===== src/rtl/kb_div3_seq_ctrl.sv =====
// kb_div3_seq_ctrl
// Sequencer and result stage for the 4-bit-per-cycle divide-by-3 datapath.
// Accepts a dividend over in_valid/in_ready and loads it into the datapath
// with a one-cycle shift_en pulse. It then counts DIGITS digit steps and
// captures the quotient and remainder. The result is presented over
// out_valid/out_ready, together with a self-check flag.
// Ports:
//   sys_clock, reset_n         clock, async active-low reset
//   in_valid/in_ready          dividend handshake (in_ready = IDLE)
//   in_divident                dividend
//   shift_en, dp_divident      datapath control/load value
//   dp_quotient, dp_reminder   datapath result
//   out_valid/out_ready        result handshake
//   out_quotient, out_reminder captured result
//   chk_err                    quotient*3+remainder != dividend (with out_valid)
//   busy                       controller not in IDLE
module kb_div3_seq_ctrl #(
   parameter int unsigned SIZE = 20
) (
   input  logic            sys_clock,
   input  logic            reset_n,
   input  logic            in_valid,
   output logic            in_ready,
   input  logic [SIZE-1:0] in_divident,
   output logic            shift_en,
   output logic [SIZE-1:0] dp_divident,
   input  logic [SIZE-1:0] dp_quotient,
   input  logic [1:0]      dp_reminder,
   output logic            out_valid,
   input  logic            out_ready,
   output logic [SIZE-1:0] out_quotient,
   output logic [1:0]      out_reminder,
   output logic            chk_err,
   output logic            busy
);

   localparam int unsigned DIGITS = SIZE / 4;
   localparam int unsigned CNT_W  = $clog2(DIGITS + 1);
   localparam int unsigned CHK_W  = SIZE + 2;

   typedef enum logic [1:0] {
      IDLE = 2'd0,
      LOAD = 2'd1,
      RUN  = 2'd2,
      DONE = 2'd3
   } state_e;

   state_e            state_q, state_d;
   logic              shift_en_q, shift_en_d;
   logic              out_valid_q, out_valid_d;
   logic [SIZE-1:0]   out_quotient_q, out_quotient_d;
   logic [1:0]        out_reminder_q, out_reminder_d;
   logic              chk_err_q, chk_err_d;
   logic [SIZE-1:0]   dvd_q, dvd_d;
   logic [CNT_W-1:0]  cnt_q, cnt_d;

   logic [CHK_W-1:0]  chk_sum_c;
   logic              check_fail_c;

   // quotient*3 + remainder as q + 2q + r; widened so it cannot overflow
   always_comb begin
      chk_sum_c    = {2'b00, dp_quotient} + {1'b0, dp_quotient, 1'b0}
                     + CHK_W'(dp_reminder);
      check_fail_c = (dp_reminder == 2'd3) || (chk_sum_c != CHK_W'(dvd_q));
   end

   // State and registered outputs
   always_ff @(posedge sys_clock or negedge reset_n) begin
      if (!reset_n) begin
         state_q        <= IDLE;
         shift_en_q     <= 1'b0;
         out_valid_q    <= 1'b0;
         out_quotient_q <= '0;
         out_reminder_q <= '0;
         chk_err_q      <= 1'b0;
         dvd_q          <= '0;
         cnt_q          <= '0;
      end else begin
         state_q        <= state_d;
         shift_en_q     <= shift_en_d;
         out_valid_q    <= out_valid_d;
         out_quotient_q <= out_quotient_d;
         out_reminder_q <= out_reminder_d;
         chk_err_q      <= chk_err_d;
         dvd_q          <= dvd_d;
         cnt_q          <= cnt_d;
      end
   end

   // Next-state and output logic
   always_comb begin
      state_d        = state_q;
      shift_en_d     = shift_en_q;
      out_valid_d    = out_valid_q;
      out_quotient_d = out_quotient_q;
      out_reminder_d = out_reminder_q;
      chk_err_d      = chk_err_q;
      dvd_d          = dvd_q;
      cnt_d          = cnt_q;

      case (state_q)
         IDLE: begin
            if (in_valid) begin
               dvd_d      = in_divident;
               shift_en_d = 1'b1;
               cnt_d      = '0;
               state_d    = LOAD;
            end
         end
         LOAD: begin
            shift_en_d = 1'b0;
            state_d    = RUN;
         end
         RUN: begin
            if (cnt_q < CNT_W'(DIGITS)) begin
               cnt_d = cnt_q + CNT_W'(1);
            end else begin
               // datapath result is stable; sample it before it shifts again
               out_quotient_d = dp_quotient;
               out_reminder_d = dp_reminder;
               chk_err_d      = check_fail_c;
               out_valid_d    = 1'b1;
               state_d        = DONE;
            end
         end
         DONE: begin
            if (out_ready) begin
               out_valid_d = 1'b0;
               state_d     = IDLE;
            end
         end
         default: state_d = IDLE;
      endcase
   end

   assign in_ready     = (state_q == IDLE);
   assign busy         = (state_q != IDLE);
   assign shift_en     = shift_en_q;
   assign dp_divident  = dvd_q;
   assign out_valid    = out_valid_q;
   assign out_quotient = out_quotient_q;
   assign out_reminder = out_reminder_q;
   assign chk_err      = chk_err_q;

endmodule


===== config.mk =====
export PLATFORM = sky130hd
export DESIGN_NAME = kb_div3_seq_ctrl
export DESIGN_NICKNAME = d
export VERILOG_FILES = /design/src/rtl/kb_div3_seq_ctrl.sv
export SDC_FILE = /design/constraint.sdc
export NUM_CORES = 1
export LEC_CHECK = 0
export ABC_AREA = 1
export CORE_ASPECT_RATIO = 2
export CORE_MARGIN = 2
export CORE_UTILIZATION = 52
export CTS_BUF_LIST = sky130_fd_sc_hd__clkbuf_2
export DETAILED_ROUTE_END_ITERATION = 7
export GPL_TIMING_DRIVEN = 0
export PLACE_DENSITY_LB_ADDON = 0.3
export SLEW_MARGIN = 20
export SYNTH_ARGS = -nofsm -noshare
export SYNTH_HDL_FRONTEND = slang
export SYNTH_SLANG_ARGS = --single-unit

===== constraint.sdc =====
create_clock -name sys_clock -period 2.2 [get_ports sys_clock]
set_input_delay 0.44 -clock sys_clock [delete_from_list [all_inputs] [get_ports sys_clock]]
set_output_delay 0.44 -clock sys_clock [all_outputs]
set_load 0.01 [all_outputs]

### Yosys cells after proc, flatten, opt, wreduce, memory -nomap -nowiden

Cells that the tools add are included.

* register bits: 50
* output and inout port bits: 47
* logic and storage cells: 46

* add/sub/neg operators: 3
* magnitude comparators: 1
* equality and inequality tests: 9
* multiplexer cells: 12
* bitwise logic cells: 1
* reductions and logical operators: 12

Operators with widths (number)
* $add 20x21->22: 1
* $add 22x2->22: 1
* $ne 22x20->1: 1
* $reduce_and 3->1: 3
* $ne 2x2->1 const B: 4
* $pmux 2 s4: 1
* $reduce_bool 2->1: 4
* $eq 2x2->1 const B: 3
* $mux 2: 3
* $mux 3: 2
* $pmux 3 s2: 1
* $reduce_and 2->1: 3
* $pmux 1 s2: 2
* $add 3x1->3 const B: 1
* $lt 3x3->1 const B: 1
* $mux 1: 3
* $eq 2x1->1 const B: 1
* $logic_not 2->1: 1
* $logic_or 1x1->1: 1
* $not 1->1: 1

### Depth between registers and ports, before layout

* word-level depth: 4
* gate-level depth with buffers: 18
* mapped depth without buffers: 18

### Worst setup path before layout

No wires, ideal clock.

* kind: input -> register
* from: input port dp_quotient[0]
* to: register chk_err_q, in the netlist chk_err
* setup time: 0.116 ns
* arrival time: 2.641 ns
* setup slack: -0.557 ns
* stages: 16
* path buffers: 0
* cell sequence: inv_1 fa_1 inv_1 ha_1 fa_1 or2_2 nand3_1 nand2_1 nor2_1 nand2_1 nor2_1 nand3_1 nor2_1 nand4_1 nor2_1 nor2_1

* cells in the longest elaborated chain, start to end: 4

Ends and longest elaborated chain
* start: declaration: RTL line 27 `input logic [SIZE-1:0] dp_quotient,`
* $add 20x21->22: RTL line 62 `chk_sum_c = {2'b00, dp_quotient} + {1'b0, dp_quotient, 1'b0}`
* $add 22x2->22: RTL line 63 `+ CHK_W'(dp_reminder);`
* $ne 22x20->1: RTL line 64 `check_fail_c = (dp_reminder == 2'd3) || (chk_sum_c != CHK_W'(dvd_q));`
* $logic_or 1x1->1: RTL line 64
* end signal: assignment: RTL line 84 `chk_err_q <= chk_err_d;`
* end: declaration: RTL line 53 `logic chk_err_q, chk_err_d;`

No other way between the ends.
A chain may end at the register's enable or synchronous reset.

### Final worst setup path

* from: input port dp_quotient[2]
* to: register chk_err_q, in the netlist chk_err

The elaborated chain is that of the path after synthesis.

==> flow_metrics.env <==
export IMPL_dp_slack_ps=-1270
export IMPL_place_hpwl_um=8730
export IMPL_r2r_end="out_reminder[1]"
export IMPL_firstDrtPassIters=4
export IMPL_final_util_pct=70.2
export IMPL_syn_cell_area_um2=3900
export IMPL_ant_nets=0
export IMPL_fp_row_count=44
export IMPL_vias_per_cell=5.17
export IMPL_hold_viol=0
export IMPL_cp_common_cell="nand2_1"
export IMPL_gp_congestion=0.910
export IMPL_drcViolationCount=0
export IMPL_period_minus_slack_ps=2530
export IMPL_critical_path_slowest_cell="clkdlybuf4s50_1"
export IMPL_grt_overflow=0
export IMPL_ioPinCount=93
export IMPL_fin_setup_tns_ps=-327
export IMPL_power_frac_seq_pct=33.0
export IMPL_fin_ws_ps=-327
export IMPL_avgSynthCellArea_um2=6.90
export IMPL_routed_wl_um=10800
export IMPL_yosysWarnings=0
export IMPL_skew_ps=8.10
export IMPL_max_slew_margin_pct=62.9
export IMPL_netlist_top_cell_by_area="dfrtp_1"
export IMPL_crit_end="chk_err"
export IMPL_swShare_pct=43.1
export IMPL_synth_edff_count=0
export IMPL_synth_nets=657
export IMPL_fmax_mhz=396
export IMPL_arrival_ps=2930
export IMPL_die_x_um=65.2
export IMPL_path_max_fanout=6
export IMPL_tritoncts="built"
export IMPL_synthFlopType="dfrtp_1"
export IMPL_peakVddDrop_mv=0.604
export IMPL_synth_top_area_share_pct=32.1
export IMPL_cp_startpoint="dp_quotient[2]"
export IMPL_powerDensity_nw_per_um2=976
export IMPL_clkTransAtPathRegs_ps=270
export IMPL_antenna_found_initial=0
export IMPL_placed_area_um2=4970
export IMPL_grt_usage_pct=27.1
export IMPL_core_area_um2=7270
export IMPL_hold_path_class="in2reg"
export IMPL_crit_path_max_incr_delay_ps=520
export IMPL_grt_pass1_vias=3988
export IMPL_synth_common_cells="nand2_1, inv_1, dfrtp_1"
export IMPL_avgRoutedWirePerCell_um=14.1
export IMPL_worst_path_stages=15
export IMPL_worst_path_buf_inv=2
export IMPL_p_comb_share_pct=58.7
export IMPL_slew_viol_final=0
export IMPL_htreeDepth=2
export IMPL_crit_reg2reg_launch="state_q[0]"
export IMPL_initial_utilization_pct=53.7
export IMPL_first_iter_violations=206
export IMPL_tightest_slew_ps=556
export IMPL_port_buffer_count=92
export IMPL_outcome="finished with violations"
export IMPL_grt_setup_unrepaired="yes"
export IMPL_cp_end_kind="register"
export IMPL_dr_total_vias=3945
export IMPL_min_delay_path_depth=3
export IMPL_cts_root_buf="clkbuf_2"
export IMPL_cts_max_path_buffers=2
export IMPL_grt_max_degree=28
export IMPL_synthCells=565
export IMPL_die_y_um=126
export IMPL_r2r_slack_ps=140
export IMPL_area_delta_synth_final_pct=30.9
export IMPL_finalPower_mw=4.98
export IMPL_ys_types=33
export IMPL_critPathTopFamily="simple AND/OR/NAND/NOR gates"
export IMPL_synthMostInstantiatedCell="nand2_1"
export IMPL_synthArstFlopShare_pct=100
export IMPL_numCtsBuffers=5
export IMPL_worstPathRequired_ps=2610
export IMPL_die_area_um2=8250
export IMPL_finalNetCount=762
export IMPL_drive_gt1_share_pct=8.49
export IMPL_p_leak_nw=2.71
export IMPL_ys_top_cells_by_area="dfrtp_1, nand2_1, ha_1"
export IMPL_cts_sinks=50
export IMPL_grt_pass1_wl_um=17300
export IMPL_startpoint_type="primary input"
export IMPL_crit_type="in2reg"
export IMPL_seq_area_frac_synth_pct=32.1
export IMPL_setup_viol=1
export IMPL_violations="negative setup slack"
export IMPL_cap_violations=0
export IMPL_diodes=0
export IMPL_p_clk_share_pct=8.3
export IMPL_final_cell_area_um2=5100
export IMPL_crit_chain="clkdlybuf4s50_1 > ha_1 > ha_2 > nand2_1 > nand3_1 > nand3_1 > nand3_2 > nand2_1 > nand2_1 > inv_1 > nand2_1 > nor2_2 > nand4_1 > nor2_1 > nor2_1"
export IMPL_ys_ff_latch=50
export IMPL_p_int_mw=2.83
export IMPL_power_switching_mw=2.15
export IMPL_period_share_pct=115
export IMPL_clk_latency_ps=470
export IMPL_reg2reg_depth=7
power groups by stage:
stage,registers [mW],clock network (mW),logic [mW]
floorplan,1.80,0,1.40
global placement,1.65,0,2.75
detailed placement,1.67,0,2.84
CTS,1.65,0.431,2.92
global route,1.70,0.456,3.24
finish,1.65,0.413,2.92
layout by cell type (no fill, tap or decap), drive strengths merged:
cell,synthesis,routed
a21oi,22,22
dlygate4sd3,0,1
nor3,2,2
o31ai,2,2
clkinv,1,2
nand3,28,28
or2,3,3
nand2b,1,1
nand3b,4,4
o21ai,15,15
ha,44,44
clkdlybuf4s50,0,86
nand4,7,7
nand2,240,240
inv,73,74
and2,1,1
nor4,2,2
o32ai,1,1
xor2,8,8
dlymetal6s2s,0,1
nor2,44,44
xnor2,7,7
clkbuf,5,11
dfrtp,50,50
dlygate4sd2,0,1
a32o,1,1
buf,2,11
fa,2,2
worst min path at each step:
| stage | from | to |
|---|---|---|
| 4_1_cts | dp_quotient[1] | out_quotient[1] |
| 3_5_place_dp | reset_n | out_quotient[6] |
| 6_report | dp_quotient[1] | out_quotient[1] |
| 2_1_floorplan | reset_n | chk_err |
| 5_1_grt | dp_quotient[1] | out_quotient[1] |
| 3_3_place_gp | out_quotient[12] | out_quotient[12] |
cell type report:
type,instances,area (um^2)
Multi-Input combinational cell,434,2400
Tap cell,92,115
Buffer,7,27.5
Clock buffer,6,30.0
Sequential cell,50,1250
Inverter,74,280
Clock inverter,2,17.5
Fill cell,640,2160
Timing Repair Buffer,98,978
worst reg2reg max path, cell delays in order (launching register included):
cell and delay [ps]:
dfrtp_1 450, inv_2 90, ha_1 200, inv_1 70, nor2_1 220, clkinv_1 400, clkbuf_1 330, o21ai_0 240
layer usage:
| layer | vias to the layer above | GRT usage [%] | part of all wire (%) |
|---|---|---|---|
| li1 | 1984 | - | - |
| met1 | 1798 | 25.2 | 35 |
| met2 | 118 | 51.4 | 55 |
| met3 | 45 | 3.99 | 3.4 |
| met4 | 0 | 18.3 | 6.4 |
| met5 | - | 0 | 0 |
cell families after synthesis:
group | synth area share (%)
AND/OR/NAND/NOR | 35.9
buffers and inverters | 7.83
flip-flops | 32.1
adder cells (fa/ha/maj) | 15.1
AO/OA/AOI/OAI | 5.62
XOR/XNOR | 3.37
registers in the layout, summed over array words and instances, names as in the netlist:
name and flops:
chk_err 1, cnt_q 3, dp_divident 20, out_quotient 20, out_reminder 2, out_valid 1
shift_en 1, state_q 2
what timing repair did:
| item | 4_1_cts | 5_1_grt |
|---|---|---|
| pin swaps | 11 | 13 |
| resized for setup | 23 | 10 |
| endpoints found under the setup margin | 3 | 3 |
| hold buffers | 1 | 0 |
| endpoints found under the hold margin | 23 | 0 |
| buffers inserted | 3 | 1 |
stage by stage:
step	hold WS, ps	cells
global placement	452	749
floorplan	144	565
global route	167	763
CTS	187	762
detailed placement	461	750
finish	200	763
(Power assumes the default switching activity.)
